===== src/rtl/mm_throttle_multi_pkg.sv =====
// Shared types for the multi-channel step-interval throttle.
package mm_throttle_multi_pkg;

  typedef enum logic {
    CH_IDLE = 1'b0,
    CH_RUN  = 1'b1
  } ch_state_t;

  localparam int DEF_CNT_W = 32;

  typedef logic [DEF_CNT_W-1:0] cnt_t;

endpackage


===== src/rtl/mm_throttle_multi_chan.sv =====
// One throttle channel: step-length down-counter, IDLE/RUN state and expire pulse.
// Optional sticky retrigger flag under MM_THROTTLE_OVERRUN_EN.
//
// state   | meaning
// CH_IDLE | count == 0, done = 1, ticks ignored
// CH_RUN  | count > 0, decrements on each tick
module mm_throttle_chan
  import mm_throttle_multi_pkg::*;
#(
  parameter int CNT_W = 32
) (
  input  logic             clock_16mhz,
  input  logic             reset,
  input  logic             tick,
  input  logic             start,
  input  logic             abort,
  input  logic             reload,
  input  logic [CNT_W-1:0] step_len,
  output logic             done,
  output logic             expire
`ifdef MM_THROTTLE_OVERRUN_EN
  ,
  output logic             overrun,
  input  logic             overrun_clr
`endif
);

  ch_state_t        state, state_nxt;
  logic [CNT_W-1:0] cnt, cnt_nxt;
  logic             expire_nxt;

  always_ff @(posedge clock_16mhz) begin
    if (reset) begin
      state  <= CH_IDLE;
      cnt    <= '0;
      expire <= 1'b0;
    end else begin
      state  <= state_nxt;
      cnt    <= cnt_nxt;
      expire <= expire_nxt;
    end
  end

  // Priority: abort, start, then tick; a tick coinciding with start is dropped.
  always_comb begin
    state_nxt  = state;
    cnt_nxt    = cnt;
    expire_nxt = 1'b0;
    if (abort) begin
      state_nxt = CH_IDLE;
      cnt_nxt   = '0;
    end else if (start) begin
      cnt_nxt   = step_len;
      state_nxt = (step_len != '0) ? CH_RUN : CH_IDLE;
    end else if (tick && state == CH_RUN) begin
      if (cnt == CNT_W'(1)) begin
        expire_nxt = 1'b1;
        if (reload && step_len != '0) begin
          cnt_nxt = step_len;
        end else begin
          cnt_nxt   = '0;
          state_nxt = CH_IDLE;
        end
      end else begin
        cnt_nxt = cnt - CNT_W'(1);
      end
    end
  end

  assign done = (state == CH_IDLE);

`ifdef MM_THROTTLE_OVERRUN_EN
  always_ff @(posedge clock_16mhz) begin
    if (reset) begin
      overrun <= 1'b0;
    end else if (start && !abort && state == CH_RUN) begin
      overrun <= 1'b1;
    end else if (overrun_clr) begin
      overrun <= 1'b0;
    end
  end
`endif

endmodule


===== src/rtl/mm_throttle_multi.sv =====
// Multi-channel step-interval throttle with a shared free-running tick prescaler.
// Define MM_THROTTLE_OVERRUN_EN to add per-channel sticky retrigger flags.
module mm_throttle_multi
  import mm_throttle_multi_pkg::*;
#(
  parameter int N_CHAN   = 2,
  parameter int CNT_W    = 32,
  parameter int TICK_DIV = 16
) (
  input  logic                    clock_16mhz,
  input  logic                    reset,
  input  logic [N_CHAN-1:0]       start,
  input  logic [N_CHAN-1:0]       abort,
  input  logic [N_CHAN-1:0]       reload,
  input  logic [N_CHAN*CNT_W-1:0] step_len,
  output logic [N_CHAN-1:0]       done,
  output logic [N_CHAN-1:0]       expire,
  output logic                    tick
`ifdef MM_THROTTLE_OVERRUN_EN
  ,
  output logic [N_CHAN-1:0]       overrun,
  input  logic [N_CHAN-1:0]       overrun_clr
`endif
);

  localparam int              PRE_W    = $clog2(TICK_DIV);
  localparam logic [PRE_W-1:0] PRE_LAST = PRE_W'(TICK_DIV - 1);

  logic [PRE_W-1:0] presc;

  always_ff @(posedge clock_16mhz) begin
    if (reset) begin
      presc <= '0;
      tick  <= 1'b0;
    end else begin
      tick  <= (presc == PRE_LAST);
      presc <= (presc == PRE_LAST) ? '0 : presc + PRE_W'(1);
    end
  end

  for (genvar i = 0; i < N_CHAN; i++) begin : g_chan
    mm_throttle_chan #(
      .CNT_W(CNT_W)
    ) u_chan (
      .clock_16mhz(clock_16mhz),
      .reset      (reset),
      .tick       (tick),
      .start      (start[i]),
      .abort      (abort[i]),
      .reload     (reload[i]),
      .step_len   (step_len[i*CNT_W +: CNT_W]),
      .done       (done[i]),
      .expire     (expire[i])
`ifdef MM_THROTTLE_OVERRUN_EN
      ,
      .overrun    (overrun[i]),
      .overrun_clr(overrun_clr[i])
`endif
    );
  end

endmodule


===== config.mk =====
export PLATFORM = sky130hd
export DESIGN_NAME = mm_throttle_multi
export DESIGN_NICKNAME = d
export VERILOG_FILES = /design/src/rtl/mm_throttle_multi_pkg.sv /design/src/rtl/mm_throttle_multi_chan.sv /design/src/rtl/mm_throttle_multi.sv
export SDC_FILE = /design/constraint.sdc
export NUM_CORES = 1
export LEC_CHECK = 0
export ABC_AREA = 1
export CAP_MARGIN = 15
export CORE_ASPECT_RATIO = 1.2
export CORE_MARGIN = 1.5
export CORE_UTILIZATION = 62
export CTS_CLUSTER_DIAMETER = 150
export DETAILED_ROUTE_END_ITERATION = 8
export PLACE_DENSITY = 0.89
export SLEW_MARGIN = 10
export SYNTH_ARGS = -nofsm -noshare
export SYNTH_HDL_FRONTEND = slang
export SYNTH_SLANG_ARGS = --single-unit

===== constraint.sdc =====
create_clock -name clock_16mhz -period 2.4 [get_ports clock_16mhz]
set_input_delay 0.48 -clock clock_16mhz [delete_from_list [all_inputs] [get_ports clock_16mhz]]
set_output_delay 0.48 -clock clock_16mhz [all_outputs]
set_load 0.005 [all_outputs]

==> out/results.txt <==
most common cell after layout, fill and taps aside - nand2_1
Final Cell Area - 0.00749 mm^2
Finish-stage setup viols - 0
startpoint types - register
H-Tree Level Count - 3
standard-cell rows - 39
# DRC - 0
Longest Clk Path Bufs - 2
Iter 0 DRT Violations - 496
setup_tns - 0 ps
Post-CTS Resized - 0
Main synth FF type - dfxtp_1
Routed WL - 19.4 mm
Final Max Tran Viols - 0
Arr. time, crit path - 2460 ps
CTS tree - done
Final period util - 90.3%
Setup Skew - 7.61 ps
Top delay family on crit path - simple AND/OR/NAND/NOR gates
Syn Area/Cell - 5.50 um^2
Max-Cap Viols - 0
Antenna Cells - 0
Rel. slew slack - 62.1%
gr ovfl total - 0
CP max stage delay - 360 ps
Starting Density - 64.5%
Clk Latency, worst-skew pair - 350 ps
post-synth top area share - 23.6%
critical-path cell list - nor2_1 -> nand2_1 -> nor2_1 -> nand2_1 -> nor2_4 -> inv_2 -> nor2_8 -> inv_1 -> o21ai_1 -> nand2_1 -> nand2_1
ratio of cells with drive above 1 in the final layout - 6.17%
P_leak - 3.61 nW
Post-synth ARST share - 0%
most frequent cell on the critical path - nand2_1
status - finished, final reports clean
clock-pin slew on the worst setup and hold paths - 60 ps
number of buffers created by CTS - 9
Clock Root Buffer - clkbuf_16
Vias/cell - 5.63
Synth Register Bits - 73
Final ANT Viol Nets - 0
routed via count - 7544
worst hold path class - reg -> reg
Syn Nets - 1205
vias in the first global route - 7201
largest area contributor in the netlist - dfxtp_1
flop2flop setup slack - 230 ps
sequential share of the synthesized area - 23.6%
synth warn - 0
Total Power - 4.00 mW
num ports - 77
mapped cell area - 0.00620 mm^2
Syn Inst Count - 1128
DP Area - 0.00718 mm^2
Area contributors post-synth - dfxtp_1, nand2_1, nor2_1
Die Footprint - 0.0106 mm^2
post-CTS setup buffer count - 0
hpwl dp - 14.4 mm
commonest cells after routing, fill and taps aside - nand2_1, nor2_1, inv_1
Post-synth EDFFs - 0
nets@finish - 1288
RSZ-0062 raised after global routing - false
crit path max-delay cell type - dfxtp_1
core area - 0.00961 mm^2
Core Util, Final - 77.9%
crit path kind - reg -> reg
Power Density - 534 mW/mm^2
VDD IR max - 0.346 mV
first-pass GRT wire length - 32.1 mm
DIE WIDTH - 94.3 um
Routed WL per cell - 14.5 um
GP Congestion - 1.01
area grow syn2layout - 20.8%
CP Max Fanout - 18
clk sinks - 73
initial antenna violation count - 0
Die Y-Extent - 113 um
drt pass-1 iters - 5
Slew @ Worst Pin - 568 ps
Hold Buf Count CTS - 0
critical path required time - 2690 ps
unique cell type count in the Yosys netlist - 36
Worst Setup End Kind - register
Fin. Hold Viols - 0
port buffer count - 76
WP buf/inv - 2
Total Routing Usage GR - 37.8%
pin count of the biggest net entering global routing - 35
fmax - 461 MHz
post-layout min period - 2170 ps
state kept, by name (all words and copies together) (netlist names):
name	flops
g_chan.u_chan.cnt	64
presc	4
g_chan.u_chan.expire	2
g_chan.u_chan.state	2
tick	1
routing by layer:
layer / routed length, um / GRT usage, % / up-vias
li1: - / - / 3742
met1: 7200 / 41.0 / 3351
met2: 9630 / 67.9 / 358
met3: 1550 / 5.69 / 93
met4: 1050 / 22.7 / 0
met5: 0 / 0 / -
cell families (layout without fill, tap and decap cells):
group | count (synthesis) | in the layout | share of synthesized area [%]
buffers and inverters | 174 | 262 | 11.1
AOI/OAI and AO/OA | 168 | 168 | 13.9
xor gates and xnor gates | 28 | 28 | 3.96
DFF | 73 | 73 | 23.6
and+or+nand+nor | 680 | 680 | 46.4
adders and majority gates | 5 | 5 | 1.01
cells in the mapped netlist (2+ instances only):
library cell  count
buf_6             2
dfxtp_1          73
nand4_1          15
nor2_2           13
inv_1           134
buf_4             4
o21ai_0          57
nor2_4            4
xnor2_1           6
clkbuf_1         21
o21ai_1          11
nand3b_1         12
ha_1              5
buf_2             5
a21oi_1          85
xor2_1           22
nor3_1            7
nand2_1         377
nor2_1          154
o22ai_1          13
nand3_1          87
buf_1             4
inv_2             3
or2_2             2
power breakdown:
part,switching (mW),internal (mW)
clock network,0.553,0.858
logic,0.783,0.493
registers,0.0526,1.26
total,1.39,2.61
final timing paths:
path / to / cells after the start / from
worst max-delay path: g_chan[0].u_chan.cnt[31] / 11 / g_chan[0].u_chan.cnt[27]
worst min-delay path: presc[0] / 1 / presc[0]
worst max register to register: g_chan[0].u_chan.cnt[31] / 11 / g_chan[0].u_chan.cnt[27]
worst min register to register: presc[0] / 1 / presc[0]
through the flow:
stage | worst slack, ps | cells | hold WS [ps]
after floorplan | 740 | 1128 | 418
after global placement | 122 | 1323 | 431
after detailed placement | 113 | 1323 | 441
after CTS | 301 | 1339 | 452
after global routing | 47.6 | 1339 | 487
final | 232 | 1339 | 457
area by class of cell:
class	count	area, um^2
Clock inverter	5	53.8
Fill cell	823	2120
Clock buffer	11	253
Timing Repair Buffer	108	1000
Sequential cell	73	1460
Tap cell	123	154
Multi-Input combinational cell	881	4050
Inverter	138	518
worst register-to-register path: stages (launching register included):
cell	delay, ps
dfxtp_1	360
nor2_1	230
nand2_1	140
nor2_1	280
nand2_1	150
nor2_4	130
inv_2	140
nor2_8	310
inv_1	110
o21ai_1	130
nand2_1	70
nand2_1	60
No activity file was read; power rests on OpenSTA's default activity.
